$ cat config.mk
export PLATFORM = sky130hd
export DESIGN_NAME = decoder_n_to_2n_seq
export DESIGN_NICKNAME = d
export VERILOG_FILES = /design/src/rtl/decoder_n_to_2n_seq.sv
export SDC_FILE = /design/constraint.sdc
export NUM_CORES = 1
export LEC_CHECK = 0
export BUFFER_PORTS_ARGS = -buffer_cell sky130_fd_sc_hd__buf_2
export CORE_UTILIZATION = 50
export CTS_CLUSTER_DIAMETER = 80
export CTS_CLUSTER_SIZE = 16
export DETAILED_ROUTE_END_ITERATION = 8
export GPL_ROUTABILITY_DRIVEN = 0
export PLACE_DENSITY = 0.85
export SLEW_MARGIN = 5
export SYNTH_ARGS = -nofsm -noshare
export SYNTH_HDL_FRONTEND = slang
export SYNTH_SLANG_ARGS = --single-unit
$ cat constraint.sdc
create_clock -name clk -period 3.1 [get_ports clk]
set_input_delay 0.62 -clock clk [delete_from_list [all_inputs] [get_ports clk]]
set_output_delay 0.62 -clock clk [all_outputs]
set_load 0.02 [all_outputs]
$ cat src/rtl/decoder_n_to_2n_seq.sv
// Registered N-to-2^N one-hot decoder with DECODE, SCAN, SWEEP and HOLD modes.
// Every output is derived from flops only; no input reaches an output combinationally.
module decoder_n_to_2n_seq #(
  parameter int N          = 3,
  parameter int DWELL      = 1,
  parameter bit ACTIVE_LOW = 1'b0
) (
  input  logic              clk,
  input  logic              rst,
  input  logic              en,
  input  logic [1:0]        mode,
  input  logic [N-1:0]      sel,
  input  logic              start,
  output logic [2**N-1:0]   Y,
  output logic [N-1:0]      idx,
  output logic              valid,
  output logic              wrap,
  output logic              busy,
  output logic [1:0]        fsm_state
);

  localparam int OUT_W = 2**N;
  localparam int DW    = $clog2(DWELL) + 1;
  localparam logic [DW-1:0] DLAST = DW'(DWELL - 1);
  localparam logic [N-1:0]  IMAX  = '1;

  localparam logic [1:0] M_DEC   = 2'b00;
  localparam logic [1:0] M_SCAN  = 2'b01;
  localparam logic [1:0] M_SWEEP = 2'b10;

  typedef enum logic [1:0] {
    S_IDLE = 2'd0,
    S_RUN  = 2'd1,
    S_DONE = 2'd2
  } state_t;

  state_t        state_q;
  logic [N-1:0]  idx_q;
  logic [DW-1:0] dcnt_q;
  logic          valid_q;
  logic          wrap_q;
  logic          busy_q;
  // Set once SCAN has taken its first (non-stepping) enabled edge.
  logic          scan_live_q;
  logic [OUT_W-1:0] onehot;

  // A pass is launched by start only when en is also high in IDLE; start is
  // ignored in RUN and DONE, and en low in RUN pauses the pass in place.
  always_ff @(posedge clk) begin
    if (rst) begin
      state_q     <= S_IDLE;
      idx_q       <= '0;
      dcnt_q      <= '0;
      valid_q     <= 1'b0;
      wrap_q      <= 1'b0;
      busy_q      <= 1'b0;
      scan_live_q <= 1'b0;
    end else begin
      wrap_q <= 1'b0;
      case (mode)
        M_DEC: begin
          state_q     <= S_IDLE;
          busy_q      <= 1'b0;
          scan_live_q <= 1'b0;
          if (en) begin
            idx_q   <= sel;
            valid_q <= 1'b1;
          end else begin
            valid_q <= 1'b0;
          end
        end
        M_SCAN: begin
          state_q <= S_IDLE;
          busy_q  <= 1'b0;
          if (en) begin
            if (!scan_live_q || !valid_q) begin
              valid_q     <= 1'b1;
              dcnt_q      <= '0;
              scan_live_q <= 1'b1;
            end else if (dcnt_q == DLAST) begin
              idx_q  <= idx_q + N'(1);
              dcnt_q <= '0;
              if (idx_q == IMAX) wrap_q <= 1'b1;
            end else begin
              dcnt_q <= dcnt_q + DW'(1);
            end
          end
        end
        M_SWEEP: begin
          scan_live_q <= 1'b0;
          case (state_q)
            S_IDLE: begin
              valid_q <= 1'b0;
              busy_q  <= 1'b0;
              if (start && en) begin
                state_q <= S_RUN;
                idx_q   <= '0;
                dcnt_q  <= '0;
                valid_q <= 1'b1;
                busy_q  <= 1'b1;
              end
            end
            S_RUN: begin
              if (en) begin
                if (dcnt_q == DLAST) begin
                  dcnt_q <= '0;
                  idx_q  <= idx_q + N'(1);
                  if (idx_q == IMAX) begin
                    state_q <= S_DONE;
                    valid_q <= 1'b0;
                    busy_q  <= 1'b0;
                    wrap_q  <= 1'b1;
                  end
                end else begin
                  dcnt_q <= dcnt_q + DW'(1);
                end
              end
            end
            S_DONE:  state_q <= S_IDLE;
            default: state_q <= S_IDLE;
          endcase
        end
        default: begin
          // HOLD: everything frozen, wrap already defaulted low above.
        end
      endcase
    end
  end

  always_comb begin
    onehot = '0;
    if (valid_q) onehot[idx_q] = 1'b1;
  end

  assign Y         = ACTIVE_LOW ? ~onehot : onehot;
  assign idx       = idx_q;
  assign valid     = valid_q;
  assign wrap      = wrap_q;
  assign busy      = busy_q;
  assign fsm_state = state_q;

endmodule

Yosys cells after proc, flatten, opt, wreduce, memory -nomap -nowiden
Index checks and enable logic that the tools add are counted.
- muxes and demuxes: 42
- reductions and logical operators: 19
- equality and inequality tests: 13
- $lt $le $gt $ge: 2
- $add $sub $neg: 2
- operators with widths (operator ; count):
    2-to-1 mux 1 bit ; 19
    2-to-1 mux 3 bit ; 6
    AND reduction 5 bit ; 3
    AND reduction 7 bit ; 2
    != test 3 bit, second input constant ; 4
    one-hot mux 1 bit (2 select lines) ; 6
    one-hot mux 3 bit (3 select lines) ; 1
    2-to-1 mux 2 bit ; 4
    2-to-1 mux 8 bit ; 1
    != test 2 bit, second input constant ; 4
    one-hot mux 2 bit (2 select lines) ; 2
    one-hot mux 3 bit (2 select lines) ; 1
    nonzero test 2 bit ; 3
    == test 2 x 1 -> 1 bit, second input constant ; 2
    zero test 2 bit ; 2
    less-than comparator 3 x 4 -> 1 bit, second input constant ; 1
    OR reduction 2 bit ; 2
    adder 3 x 1 -> 3 bit, second input constant ; 1
    demux 1 bit (select 3 bit) ; 1
    == test 3 bit, second input constant ; 1
    >= comparator 3 x 1 -> 1 bit, second input constant ; 1
    != test 3 x 2 -> 1 bit, second input constant ; 1
    one-hot mux 1 bit (3 select lines) ; 1
    AND reduction 3 bit ; 1
    other kinds (6) ; 8
- input port bits: 9
- bits in registers: 10
- output and inout port bits: 16

Depth between registers and ports, before layout
- word-level depth: 6
- depth in mapped cells: 6

Worst setup path after synthesis
No wires, ideal clock.
- path kind: input -> register
- start point: input port mode[0]
- end point: register idx_q[0], in the netlist idx[0]
- required time: 2.977 ns
- stages: 5
- library setup time: 0.123 ns
- path slack: 1.257 ns
- data arrival time: 1.719 ns
- cell sequence: inv_1 ha_1 a2111oi_4 o21ai_2 mux2_1
- longest elaborated chain between the ends: 3
- elaborated cells between the ends (all ways): 12
- those cells by class: eq/ne: 8; mux: 1; reduce/logical: 3
- ends and longest elaborated chain (what ; RTL line ; source):
    start, declared ; 11 ; input logic [1:0] mode,
    == test 2 bit (tied with other cells) ; 60 ; case (mode)
    != test 3 x 2 -> 1 bit (no source line) (tied with other cells) ; n/a ;
    AND reduction 7 bit (no source line) ; n/a ;
    end signal, assigned ; 66 ; idx_q <= sel;
    end signal, assigned ; 81 ; idx_q <= idx_q + N'(1);
    end signal, assigned ; 107 ; idx_q <= idx_q + N'(1);
    end, declared ; 38 ; logic [N-1:0] idx_q;
Several ways; a longest one is shown, not always the timed one.
A chain may end at the register's enable or synchronous reset.

Worst setup path in the final report
- start point: register valid_q, in the netlist valid
- end point: output port Y[2]
- longest elaborated chain between the ends: 1
- ends and longest elaborated chain (what ; RTL line ; source):
    start, declared ; 40 ; logic valid_q;
    start signal, assigned ; 54 ; valid_q <= 1'b0;
    start signal, assigned ; 67 ; valid_q <= 1'b1;
    start signal, assigned ; 69 ; valid_q <= 1'b0;
    2-to-1 mux 8 bit ; 132 ; if (valid_q) onehot[idx_q] = 1'b1;
    end, declared ; 14 ; output logic [2**N-1:0] Y,
No other way between the ends.

==> metrics.cfg <==
[drt]
drtIter0Drc = 31
wl_mm = 1.523
first_pass_iters = 4
dr_total_vias = 668
ant_nets = 0
avgRoutedWirePerCell_um = 12.28
viasPerCell = 5.387
drc = 0

[synthesis]
yosys.area.top_type_share_pct = 26.62
synth_nets = 99
ys_async_sr_fraction_pct = 0
ys_seq_area_share_pct = 26.62
synth_top_area_cell = dfxtp_1
postSynthAreaPerCell_um2 = 8.155
yosys_register_bits = 9
synth_edf_count = 0
yosysMostFrequentCell = nor2_1
synth_area_um2 = 676.9
syn_inst = 83
synth_ff_type = dfxtp_1
synth_common_cells = nor2_1 (13), dfxtp_1 (9), a21oi_1 (7), ha_1 (7)
synth_cell_types = 27
synth_warnings = 0
synth_area_leaders = dfxtp_1 (27%), ha_1 (13%), nor2_1 (7.2%)

[global_routing]
antenna_found_initial = 0
grt_pass1_wl_mm = 2.456
grt_usage_pct = 25.42
met2_usage_pct = 35.83
grt_max_degree = 12
met1_usage_pct = 31.49
gr-total-overflow = 0
grt_pass1_vias = 532
grt.busiest_layer = met2
gr-usage-met3_pct = 10.40

[finish]
final_util_pct = 70.68
regArea_um2 = 180.2
drive_gt1_share_pct = 29.09
antenna_cells = 0
multi_input_area_um2 = 470.5
area_growth_pct = 23.84
fin_nets = 127
fillCellCount = 111

[clocking]
cts_resized = 0
cts_tree = done
root_buffer = clkbuf_4
hold_buffers = 0
h-tree-depth = 1
clk_path_buf_depth = 2
worst_skew_pair.late_latency_ns = 0.27
clock-sinks = 9
cts_buffers = 3
path_clk_slew_ns = 0.06
cts_setup_buffers = 0

[floorplanning]
die_h_um = 38.80
rows = 12
die_area_mm2 = 0.001505
die_x_um = 38.80
initial_core_util_pct = 57.07
fp.coreArea_mm2 = 0.001186
io_pins = 25

[setup_path]
startpoint_type = flop
cp.arrival_ns = 1.20
cp.required_ns = 2.48
path_delay_family = flip-flops
crit_buf_inv = 1
slowest_stage = dfxtp_1
path_cells = nand2_1 > nor3_1 > buf_2
criticalPathCategory = flop to primary output
crit_fanout = 6
slowest_delay_ns = 0.42
cp-end-kind = primary output

[power_and_ir_drop]
peakVddDrop_mv = 0.2196
p_leak_nw = 0.4251
powerDensity_mw_per_mm2 = 362.0

[sta]
hold_slack_ns = 0.4989
grt_setup_unrepaired = no
drv_slew = 0
finClkSkew_ns = 0.0003779
slew_headroom_pct = 76.65
tightestPinTransition_ns = 0.3414
post-route-min-period_ns = 1.819
fin_setup_tns_ns = 0
finalCritPeriodShare_pct = 58.67
hold_viol = 0
setup-violations-final = 0
fmax_mhz = 549.9

[run]
cap_violations = 0

[hold_path]
min_path_type = flop to flop

[placement]
hpwlAfterDp_mm = 1.205
io_buffers = 24

[outcome]
status = finished clean

cell type report:
class / instances / area share [%]
clock inverter: 1 / 0.5970
clock buffer: 3 / 2.687
timing repair buffer: 24 / 14.33
tap: 14 / 2.090
sequential: 9 / 21.49
multi-input combinational: 67 / 56.12
inverter: 6 / 2.687
cell usage in the layout, fill, tap and decap left out:
cell,Yosys,final
a2111oi_0,1,1
a2111oi_4,1,1
a211oi_1,1,1
a21boi_1,1,1
a21o_1,1,1
a21oi_1,7,7
a31o_1,1,1
a41o_2,1,1
and2_2,1,1
buf_2,0,24
clkbuf_4,0,3
clkinv_2,0,1
dfxtp_1,9,9
ha_1,7,7
inv_1,6,6
mux2_1,3,3
mux2i_1,4,4
nand2_1,6,6
nand2b_1,4,4
nand3_1,2,2
nand3b_1,1,1
nor2_1,13,13
nor2b_1,2,2
nor3_1,3,3
o21ai_0,2,2
o21ai_1,1,1
o21ai_2,1,1
o31ai_1,1,1
or4_1,2,2
report_power, final:
part / leakage [nW] / internal, mW / switching [mW] / total (mW)
clock network: 0.0177 / 0.0479 / 0.0469 / 0.0948
registers: 0.0734 / 0.122 / 0.00900 / 0.131
logic: 0.334 / 0.0327 / 0.0451 / 0.0778
final timing paths:
path | startpoint | endpoint | slack (ns) | cells past startpoint
setup / recovery | valid | Y[2] | 1.28 | 3
hold / removal | busy | busy | 0.50 | 2
setup reg to reg | idx[0] | valid | 1.46 | 6
hold reg to reg | busy | busy | 0.50 | 2
sequential cells by signal (all words and copies together) (netlist names):
| signal | flops |
|---|---|
| fsm_state | 2 |
| busy | 1 |
| wrap | 1 |
| idx | 3 |
| scan_live_q | 1 |
| valid | 1 |
logic make-up after synthesis:
kind of cell    synth area share [%]
buf+inv                        3.881
fa+ha+maj                      12.94
mux                            10.91
flops                          26.62
simple gates                   24.21
compound gates                 21.44
layer usage:
| metal | part of all wire (%) | vias up | wire length (µm) |
|---|---|---|---|
| met4 | 2.2 | 0 | 34 |
| met1 | 45 | 293 | 689 |
| met2 | 48 | 21 | 727 |
| li1 | - | 350 | - |
| met3 | 4.7 | 4 | 72 |
| met5 | 0 | - | 0 |
through the flow:
stage	setup WS [ns]	cell area (µm²)	instances	power (mW)
detailed placement	1.018	810.8	120	0.2109
global route	1.178	838.3	124	0.3231
floorplan	1.257	676.9	83	0.1866
finish	1.281	838.3	124	0.3035
CTS	1.265	838.3	124	0.3050
global placement	1.073	810.8	120	0.2082
worst min-delay path: stages (launching register included):
cell and delay [ns]:
dfxtp_1 0.31, o21ai_1 0.07, a21oi_1 0.07
Power figures use the tool's default switching activity.
